<file path="src/rtl/cla_pkg.sv">
// Shared constants and types for the pipelined carry-lookahead adder/subtractor.
package cla_pkg;

   localparam int CLA_WIDTH = 16;
   localparam int CLA_GROUP = 4;

   // Control part of one in-flight operation. The partial sum is appended in
   // the top module because its width follows the WIDTH parameter.
   typedef struct packed {
      logic valid;
      logic carry;
      logic a_msb;
      logic b_msb;
   } stage_ctrl_t;

   // Number of lookahead slices, which is also the number of slice stages.
   function automatic int cla_ngrp(input int width, input int group);
      return (group < 1) ? 1 : width / group;
   endfunction

endpackage

</file>
<file path="src/rtl/cla_group.sv">
// One GROUP-bit carry-lookahead slice: every internal carry is a flat
// sum-of-products of generate/propagate terms, so there is no ripple path.
module cla_group
   import cla_pkg::*;
#(
   parameter int GROUP = CLA_GROUP
) (
   input  logic [GROUP-1:0] a,
   input  logic [GROUP-1:0] b,
   input  logic             c_in,
   output logic [GROUP-1:0] sum,
   output logic             c_out,
   output logic             grp_p,
   output logic             grp_g
);

   logic [GROUP-1:0] g;
   logic [GROUP-1:0] p;
   logic [GROUP-1:0] c;

   // Carry into bit i = c_in & p[0..i-1]  |  OR_j ( g[j] & p[j+1..i-1] ).
   function automatic logic [GROUP-1:0] carries(input logic [GROUP-1:0] gv,
                                                input logic [GROUP-1:0] pv,
                                                input logic             ci);
      logic [GROUP-1:0] cv;
      logic             term;
      cv = '0;
      for (int i = 0; i < GROUP; i++) begin
         term = ci;
         for (int j = 0; j < i; j++) term = term & pv[j];
         cv[i] = term;
         for (int j = 0; j < i; j++) begin
            term = gv[j];
            for (int m = j + 1; m < i; m++) term = term & pv[m];
            cv[i] = cv[i] | term;
         end
      end
      return cv;
   endfunction

   // Group generate: some bit generates and every bit above it propagates.
   function automatic logic group_gen(input logic [GROUP-1:0] gv,
                                      input logic [GROUP-1:0] pv);
      logic res;
      logic term;
      res = 1'b0;
      for (int j = 0; j < GROUP; j++) begin
         term = gv[j];
         for (int m = j + 1; m < GROUP; m++) term = term & pv[m];
         res = res | term;
      end
      return res;
   endfunction

   assign g     = a & b;
   assign p     = a ^ b;
   assign c     = carries(g, p, c_in);
   assign sum   = p ^ c;
   assign grp_p = &p;
   assign grp_g = group_gen(g, p);
   assign c_out = grp_g | (grp_p & c_in);

endmodule

</file>
<file path="src/rtl/cla_pipe_addsub.sv">
// Pipelined carry-lookahead adder/subtractor. Slice k is added in stage k;
// operand bits above it wait in a shrinking skew register, and finished sum
// slices accumulate in the stage record so a whole result leaves together.
module cla_pipe_addsub
   import cla_pkg::*;
#(
   parameter int WIDTH = CLA_WIDTH,
   parameter int GROUP = CLA_GROUP
) (
   input  logic             clk,
   input  logic             rst,
   input  logic             in_valid,
   output logic             in_ready,
   input  logic [WIDTH-1:0] a,
   input  logic [WIDTH-1:0] b,
   input  logic             cin,
   input  logic             sub,
   output logic             out_valid,
   input  logic             out_ready,
   output logic [WIDTH-1:0] sum,
   output logic             cout,
   output logic             ovf
);

   localparam int NGRP = cla_ngrp(WIDTH, GROUP);

   if (GROUP < 1) begin : g_bad_group
      $error("cla_pipe_addsub: GROUP must be at least 1");
   end else if (WIDTH % GROUP != 0) begin : g_bad_width
      $error("cla_pipe_addsub: WIDTH must be a multiple of GROUP");
   end

   typedef struct packed {
      stage_ctrl_t      ctl;
      logic [WIDTH-1:0] psum;
   } stage_t;

   logic             en;
   logic [WIDTH-1:0] bb;
   logic             c0;

   // Subtraction is A + ~B + 1; cin is ignored for subtraction.
   assign bb = sub ? ~b : b;
   assign c0 = sub ? 1'b1 : cin;

   // Whole pipe advances together; it only stops when a result is waiting.
   assign en       = !out_valid | out_ready;
   assign in_ready = en & !rst;

   for (genvar k = 0; k < NGRP; k++) begin : stg
      // Operand bits from this slice upward (this slice is the low GROUP).
      localparam int SW = WIDTH - k * GROUP;

      logic [SW-1:0]    src_a;
      logic [SW-1:0]    src_b;
      logic             src_c;
      stage_t           prev;
      stage_t           nxt;
      stage_t           rec;
      logic [GROUP-1:0] gsum;
      logic             gco;
      logic             gp;
      logic             gg;
      logic             unused_pg;

      if (k == 0) begin : g_head
         assign src_a = a;
         assign src_b = bb;
         assign src_c = c0;

         // Fresh record for an incoming beat; operand MSBs ride along for overflow.
         always_comb begin
            prev           = '0;
            prev.ctl.valid = in_valid;
            prev.ctl.a_msb = a[WIDTH-1];
            prev.ctl.b_msb = bb[WIDTH-1];
         end
      end else begin : g_body
         // Skew register: upper operand bits still waiting for their slice.
         always_ff @(posedge clk or posedge rst) begin
            if (rst) begin
               src_a <= '0;
               src_b <= '0;
            end else if (en) begin
               src_a <= stg[k-1].src_a[SW+GROUP-1:GROUP];
               src_b <= stg[k-1].src_b[SW+GROUP-1:GROUP];
            end
         end

         assign src_c = stg[k-1].rec.ctl.carry;
         assign prev  = stg[k-1].rec;
      end

      cla_group #(.GROUP(GROUP)) u_grp (
         .a     (src_a[GROUP-1:0]),
         .b     (src_b[GROUP-1:0]),
         .c_in  (src_c),
         .sum   (gsum),
         .c_out (gco),
         .grp_p (gp),
         .grp_g (gg)
      );

      // Group P/G are kept for a later two-level lookahead; not consumed here.
      assign unused_pg = gp ^ gg;

      // Merge this slice's sum bits and carry into the travelling record.
      always_comb begin
         nxt                          = prev;
         nxt.ctl.carry                = gco;
         nxt.psum[k*GROUP +: GROUP]   = gsum;
      end

      // Stage record register.
      always_ff @(posedge clk or posedge rst) begin
         if (rst) rec <= '0;
         else if (en) rec <= nxt;
      end
   end

   // Output register: final result, carry-out and signed overflow, held while stalled.
   always_ff @(posedge clk or posedge rst) begin
      if (rst) begin
         out_valid <= 1'b0;
         sum       <= '0;
         cout      <= 1'b0;
         ovf       <= 1'b0;
      end else if (en) begin
         out_valid <= stg[NGRP-1].rec.ctl.valid;
         sum       <= stg[NGRP-1].rec.psum;
         cout      <= stg[NGRP-1].rec.ctl.carry;
         ovf       <= (stg[NGRP-1].rec.ctl.a_msb == stg[NGRP-1].rec.ctl.b_msb) &
                      (stg[NGRP-1].rec.psum[WIDTH-1] != stg[NGRP-1].rec.ctl.a_msb);
      end
   end

endmodule

</file>
<file path="config.mk">
export PLATFORM = sky130hd
export DESIGN_NAME = cla_pipe_addsub
export DESIGN_NICKNAME = d
export VERILOG_FILES = /design/src/rtl/cla_pkg.sv /design/src/rtl/cla_group.sv /design/src/rtl/cla_pipe_addsub.sv
export SDC_FILE = /design/constraint.sdc
export NUM_CORES = 1
export LEC_CHECK = 0
export BUFFER_PORTS_ARGS = -buffer_cell sky130_fd_sc_hd__buf_2
export CORE_MARGIN = 3
export CORE_UTILIZATION = 40
export CTS_CLUSTER_DIAMETER = 60
export DETAILED_ROUTE_END_ITERATION = 6
export GPL_ROUTABILITY_DRIVEN = 0
export GPL_TIMING_DRIVEN = 0
export HOLD_SLACK_MARGIN = 0.06
export PLACE_DENSITY = 0.55
export SLEW_MARGIN = 20
export SYNTH_ARGS = -nofsm -noshare
export SYNTH_HDL_FRONTEND = slang
export SYNTH_SLANG_ARGS = --single-unit
</file>
<file path="constraint.sdc">
create_clock -name clk -period 11 [get_ports clk]
set_clock_uncertainty 0.1 [all_clocks]
set_input_delay 2.2 -clock clk [delete_from_list [all_inputs] [get_ports clk]]
set_output_delay 2.2 -clock clk [all_outputs]
set_load 0.05 [all_outputs]
</file>
==> flow_summary.json, run 1 <==
{
  "synth.top_cell.area_share_pct": 55.2,
  "regToRegSetupSlack_ns": 9.30,
  "gr-total-overflow": 0,
  "finalMaxSlewViolations": 0,
  "grt_max_degree": 82,
  "row_count": 41,
  "antennaDiodeCount": 0,
  "cp_data_required_time_ns": 8.70,
  "wl_per_cell_um": 13.3,
  "tightestPinTransition_ns": 0.461,
  "die_w_um": 121,
  "hold_violations": 0,
  "post_cts_buffers": 0,
  "cts_resized": 0,
  "fp.dieH_um": 121,
  "antenna_found_initial": 0,
  "ys_dominant_reg_cell": "dfrtp_1",
  "cts-buffers-inserted": 17,
  "synth-seq-cells": 117,
  "cp_top_family": "buffers and inverters",
  "fin_crit_ns": 5.56,
  "synth_edf_count": 0,
  "critPathBufInv": 5,
  "avgSynthCellArea_sq_um": 9.39,
  "drc": 0,
  "cp-startpoint": "out_ready",
  "reg2reg_from": "stg[3].src_a[0]",
  "slowest_delay_ns": 0.27,
  "setup_tns_ns": 0,
  "cts_num_sinks": 117,
  "timing.rr.end": "stg[3].rec[14]",
  "cp_slowest_cell": "buf_2",
  "async_flop_share_pct": 100,
  "drt_iter0_markers": 209,
  "ioPinCount": 58,
  "ys_types": 37,
  "dieArea_sq_um": 14700,
  "outcome": "complete, no violations",
  "leakage_uw": 0.00334,
  "timing.fmax_mhz": 180,
  "synth_most_common_cell": "nand2_1",
  "coreArea_sq_um": 12800,
  "clock_path_buffers": 2,
  "syn-cell-area_sq_um": 5300,
  "synth_warnings": 0,
  "path_depth": 7,
  "cp-endpoint": "in_ready",
  "syn_inst": 565,
  "peakVddDrop_mv": 0.130,
  "worstRegToRegCells": 5,
  "cp_max_fo": 10,
  "worstPathArrival_ns": 3.26,
  "cts.clk_slew.worst_paths_ns": 0.05,
  "hold_path_class": "reg -> reg",
  "grt_pass1_vias": 3857,
  "area_delta_synth_final_pct": 21.1,
  "max_slew_margin_pct": 69.3,
  "post-route-period-util_pct": 50.5,
  "setup_viol": 0,
  "final_antenna_net_count": 0,
  "rsz0062_at_grt": "false",
  "ys_top_cells_by_count": "nand2_1 (255), dfrtp_1 (117), o21ai_0 (21), ha_1 (20), inv_1 (17)",
  "port_buffers": 56,
  "via_count": 3825,
  "start_kind": "input pin",
  "power_density_nw_per_um2": 312,
  "grt_pass1_wl_mm": 18.7,
  "crit_type": "in -> out",
  "nNetsFinal": 703,
  "seq_area_frac_synth_pct": 55.2,
  "clk_latency_ns": 0.42,
  "routed_wl_mm": 11.0,
  "drv_cap": 0,
  "cts_tree": "done",
  "track_usage_pct": 16.5,
  "vias_per_cell": 4.64,
  "finalPower_uw": 2000,
  "clockRootBuffer": "clkbuf_16",
  "drt-pass1-iter-count": 4,
  "start_util_pct": 41.5,
  "post-dp-hpwl_mm": 7.84,
  "path_cells": "buf_2 -> and2b_1 -> buf_6 -> buf_6 -> buf_4 -> nor2_1 -> buf_2",
  "cts_hold_buf": 0,
  "layout-drive-gt1-share_pct": 18.7,
  "synthTopCellsByArea": "dfrtp_1 (55%), nand2_1 (18%), ha_1 (4.7%)",
  "synth_area_leader_cell": "dfrtp_1",
  "end_kind": "primary output",
  "syn_nets": 627,
  "h-tree-depth": 4
}
cell type report:
| type | instances | area [sq um] |
|---|---|---|
| Fill cell | 1222 | 6350 |
| Sequential cell | 117 | 2930 |
| Multi-Input combinational cell | 402 | 2120 |
| Clock buffer | 21 | 460 |
| Timing Repair Buffer | 57 | 308 |
| Tap cell | 172 | 215 |
| Buffer | 29 | 191 |
| Clock inverter | 10 | 130 |
| Inverter | 17 | 68.8 |
layer usage:
| metal | global-route usage [%] | up-vias | share of wire, % |
|---|---|---|---|
| met5 | 0 | - | 0 |
| met4 | 5.67 | 0 | 1.7 |
| met3 | 5.22 | 14 | 5.4 |
| met2 | 25.4 | 95 | 45 |
| met1 | 22.3 | 1763 | 48 |
| li1 | - | 1953 | - |
worst register-to-register path, stage by stage, from the launching register on:
cell and delay, ns:
dfrtp_1 0.38, ha_1 0.31, ha_1 0.20, o21a_1 0.20
o211a_1 0.21, nor3_1 0.20
sequential cells by signal (all words and copies together), names as in the netlist:
name,cells
cout,1
out_valid,1
ovf,1
stg.rec,53
stg.src_a,21
stg.src_b,21
stg.src_c,3
sum,16
metrics by stage:
step           instance area (sq um)  instances  worst slack [ns]  util (%)  hold slack (ns)
2_1_floorplan                   5300        565              5.28         -            0.330
3_3_place_gp                    5800        793              4.26      45.4            0.345
3_5_place_dp                    5830        794              5.42      45.7            0.348
4_1_cts                         6420        825              5.42      50.3            0.360
5_1_grt                         6420        825              5.37      50.3            0.380
6_report                        6420        825              5.44      50.3            0.356
cell families (layout without fill, tap and decap cells):
| kind of cell | Yosys count | after routing | synth area share [%] |
|---|---|---|---|
| AO/OA/AOI/OAI | 60 | 60 | 7.17 |
| XOR/XNOR | 20 | 20 | 3.30 |
| adder cells (fa/ha/maj) | 24 | 24 | 6.23 |
| buffers and inverters | 46 | 134 | 4.81 |
| flip-flops | 117 | 117 | 55.2 |
| multiplexers | 3 | 3 | 0.849 |
| AND/OR/NAND/NOR | 295 | 295 | 22.4 |
worst min-delay path by stage:
stage | from | endpoint | slack, ns | cells after the start
global route | sum[9] | sum[9] | 0.38 | 2
finish | stg[3].rec[19] | stg[3].rec[19] | 0.36 | 2
floorplan | stg[3].rec[19] | stg[3].rec[19] | 0.33 | 2
CTS | stg[3].rec[19] | stg[3].rec[19] | 0.36 | 2
global placement | sum[6] | sum[6] | 0.34 | 2
detailed placement | stg[3].rec[19] | stg[3].rec[19] | 0.35 | 2
layout by cell type (no fill, tap or decap), types with 11 or more instances in the layout:
cell type / synthesis / routed
clkbuf_16: 0 / 17
a21oi_1: 15 / 15
inv_1: 17 / 16
ha_1: 20 / 20
buf_2: 12 / 68
nor2_1: 16 / 16
nand2_1: 255 / 255
xnor2_1: 11 / 11
o21ai_0: 21 / 21
dfrtp_1: 117 / 117
power by group:
group / switching [uW] / leakage, uW / total, uW / internal, uW
Sequential: 110 / 0.00140 / 738 / 629
Clock: 185 / 0.000288 / 548 / 364
Combinational: 458 / 0.00165 / 716 / 258
No activity file was read; power rests on OpenSTA's default activity.
==> run 2: changes to the inputs <==
- PLACE_DENSITY: 0.55 -> 0.57
- clock period: 11 -> 4.6 ns (I/O delays scaled with it)
==> run 2 against run 1 <==
Die area unchanged. Global-route usage down 0.096 points. Clock power rose to 2.6 times the previous value. Critical path depth unchanged.
==> flow_summary.json, run 2 (synthesis gave the netlist of run 1 again) <==
{
  "whs_path_depth": 2,
  "holdPathEnd": "sum[1]",
  "n_fill_cell": 1234,
  "reg2reg_from": "stg[3].src_a[0]",
  "worstRegToRegCells": 5,
  "placed_cells": 794,
  "final_cells": 826,
  "cts-buffers-inserted": 17,
  "port_buffers": 56,
  "drt-pass1-iter-count": 4,
  "vias_per_cell": 4.62,
  "cp_data_required_time_ns": 3.58,
  "end_kind": "primary output",
  "tightestPinTransition_ns": 0.521,
  "setup_tns_ns": 0,
  "most-common-layout-cells": "nand2_1 (255), dfrtp_1 (117), buf_2 (68)",
  "setup_viol": 0,
  "die_w_um": 121,
  "grt_pass1_wl_mm": 18.9,
  "post_cts_buffers": 0,
  "cts_hold_buf": 0,
  "peakVddDrop_mv": 0.276,
  "top_register": "stg.rec",
  "routed_wl_mm": 10.8,
  "hold_path_class": "reg -> reg",
  "drt_iter0_markers": 156,
  "power_density_nw_per_um2": 755,
  "design_area_sq_um": 6450,
  "post-dp-hpwl_mm": 7.75,
  "row_count": 41,
  "cts_resized": 0,
  "hold_violations": 0,
  "regToRegSetupSlack_ns": 2.89,
  "nNetsFinal": 703,
  "outcome": "complete, no violations",
  "fp.dieH_um": 121,
  "final_antenna_net_count": 0,
  "cts.clk_slew.worst_paths_ns": 0.05,
  "timing.rr.end": "stg[3].rec[14]",
  "drv_cap": 0,
  "finalMaxSlewViolations": 0,
  "grt_pass1_vias": 3871,
  "drc": 0,
  "place_area_sq_um": 5830,
  "cts_tree": "done",
  "layout-drive-gt1-share_pct": 18.3,
  "timing.fmax_mhz": 332,
  "clock_path_buffers": 2,
  "post-route-period-util_pct": 65.4,
  "gr-total-overflow": 0,
  "finalPower_uw": 4870,
  "via_count": 3815,
  "area_delta_synth_final_pct": 21.7,
  "clk_latency_ns": 0.40,
  "start_kind": "input pin",
  "leakage_uw": 0.00336,
  "antennaDiodeCount": 0,
  "ioPinCount": 58,
  "start_util_pct": 41.5,
  "cp_max_fo": 10,
  "worstPathArrival_ns": 1.99,
  "final_common_cell": "nand2_1",
  "max_slew_margin_pct": 65.2,
  "largest_reg_flops": 53,
  "cts_num_sinks": 117,
  "min_from": "sum[1]",
  "coreArea_sq_um": 12800,
  "rsz0062_at_grt": "false",
  "reg_top3": "stg.rec (53), stg.src_a (21), stg.src_b (21)",
  "fin_crit_ns": 3.01,
  "h-tree-depth": 4,
  "crit_type": "in -> out",
  "wl_per_cell_um": 13.1,
  "dieArea_sq_um": 14700,
  "track_usage_pct": 16.4,
  "clockRootBuffer": "clkbuf_16",
  "grt_max_degree": 62,
  "antenna_found_initial": 0
}
## run 2: cell count changes in the layout (fill, tap and decap cells not counted), sizes merged
cell	before	now
clkinvlp	2	0
bufinv	3	5
clkbuf	24	25
## run 2: layer usage
layer  up-vias  routed length (um)  track usage [%]  part of all wire, %
li1       1960                   -                -                    -
met1      1769                5320             22.4                   49
met2        84                4890             25.9                   45
met3         2                 548             4.43                  5.1
met4         0                  53             4.83                 0.49
met5         -                   0                0                    0
## run 2: critical path, stage by stage
cell and delay [ns]:
buf_2 0.08, and2b_1 0.17, buf_6 0.13, buf_6 0.14, buf_4 0.17, nor2_1 0.09, buf_2 0.27
## run 2: through the flow
step / hold WS, ns / worst slack (ns) / utilization [%]
3_3_place_gp: 0.345 / -0.780 / 45.4
2_1_floorplan: 0.330 / 0.479 / -
4_1_cts: 0.363 / 1.57 / 50.5
3_5_place_dp: 0.352 / 1.57 / 45.7
5_1_grt: 0.374 / 1.52 / 50.5
6_report: 0.355 / 1.59 / 50.5
## run 2: how the worst max path moves through the flow
stage	start	end	slack (ns)	depth (start not counted)
final	out_ready	in_ready	1.59	7
after CTS	out_ready	in_ready	1.57	7
after floorplan	rst	cout	0.48	1
after detailed placement	out_ready	in_ready	1.57	7
after global placement	rst	out_valid	-0.78	2
after global routing	out_ready	in_ready	1.52	7
## run 2: power breakdown
part / internal [uW] / switching [uW]
logic: 617 / 1090
registers: 1500 / 264
clock network: 957 / 439
## run 2: area by class of cell
class                           instances  area, sq um  area share, %
Timing Repair Buffer                   57          308           4.77
Multi-Input combinational cell        402         2120           32.9
Sequential cell                       117         2930           45.4
Clock buffer                           22          444           6.88
Clock inverter                         10          179           2.77
Buffer                                 29          191           2.97
Tap cell                              172          215           3.33
Inverter                               17         68.8           1.07
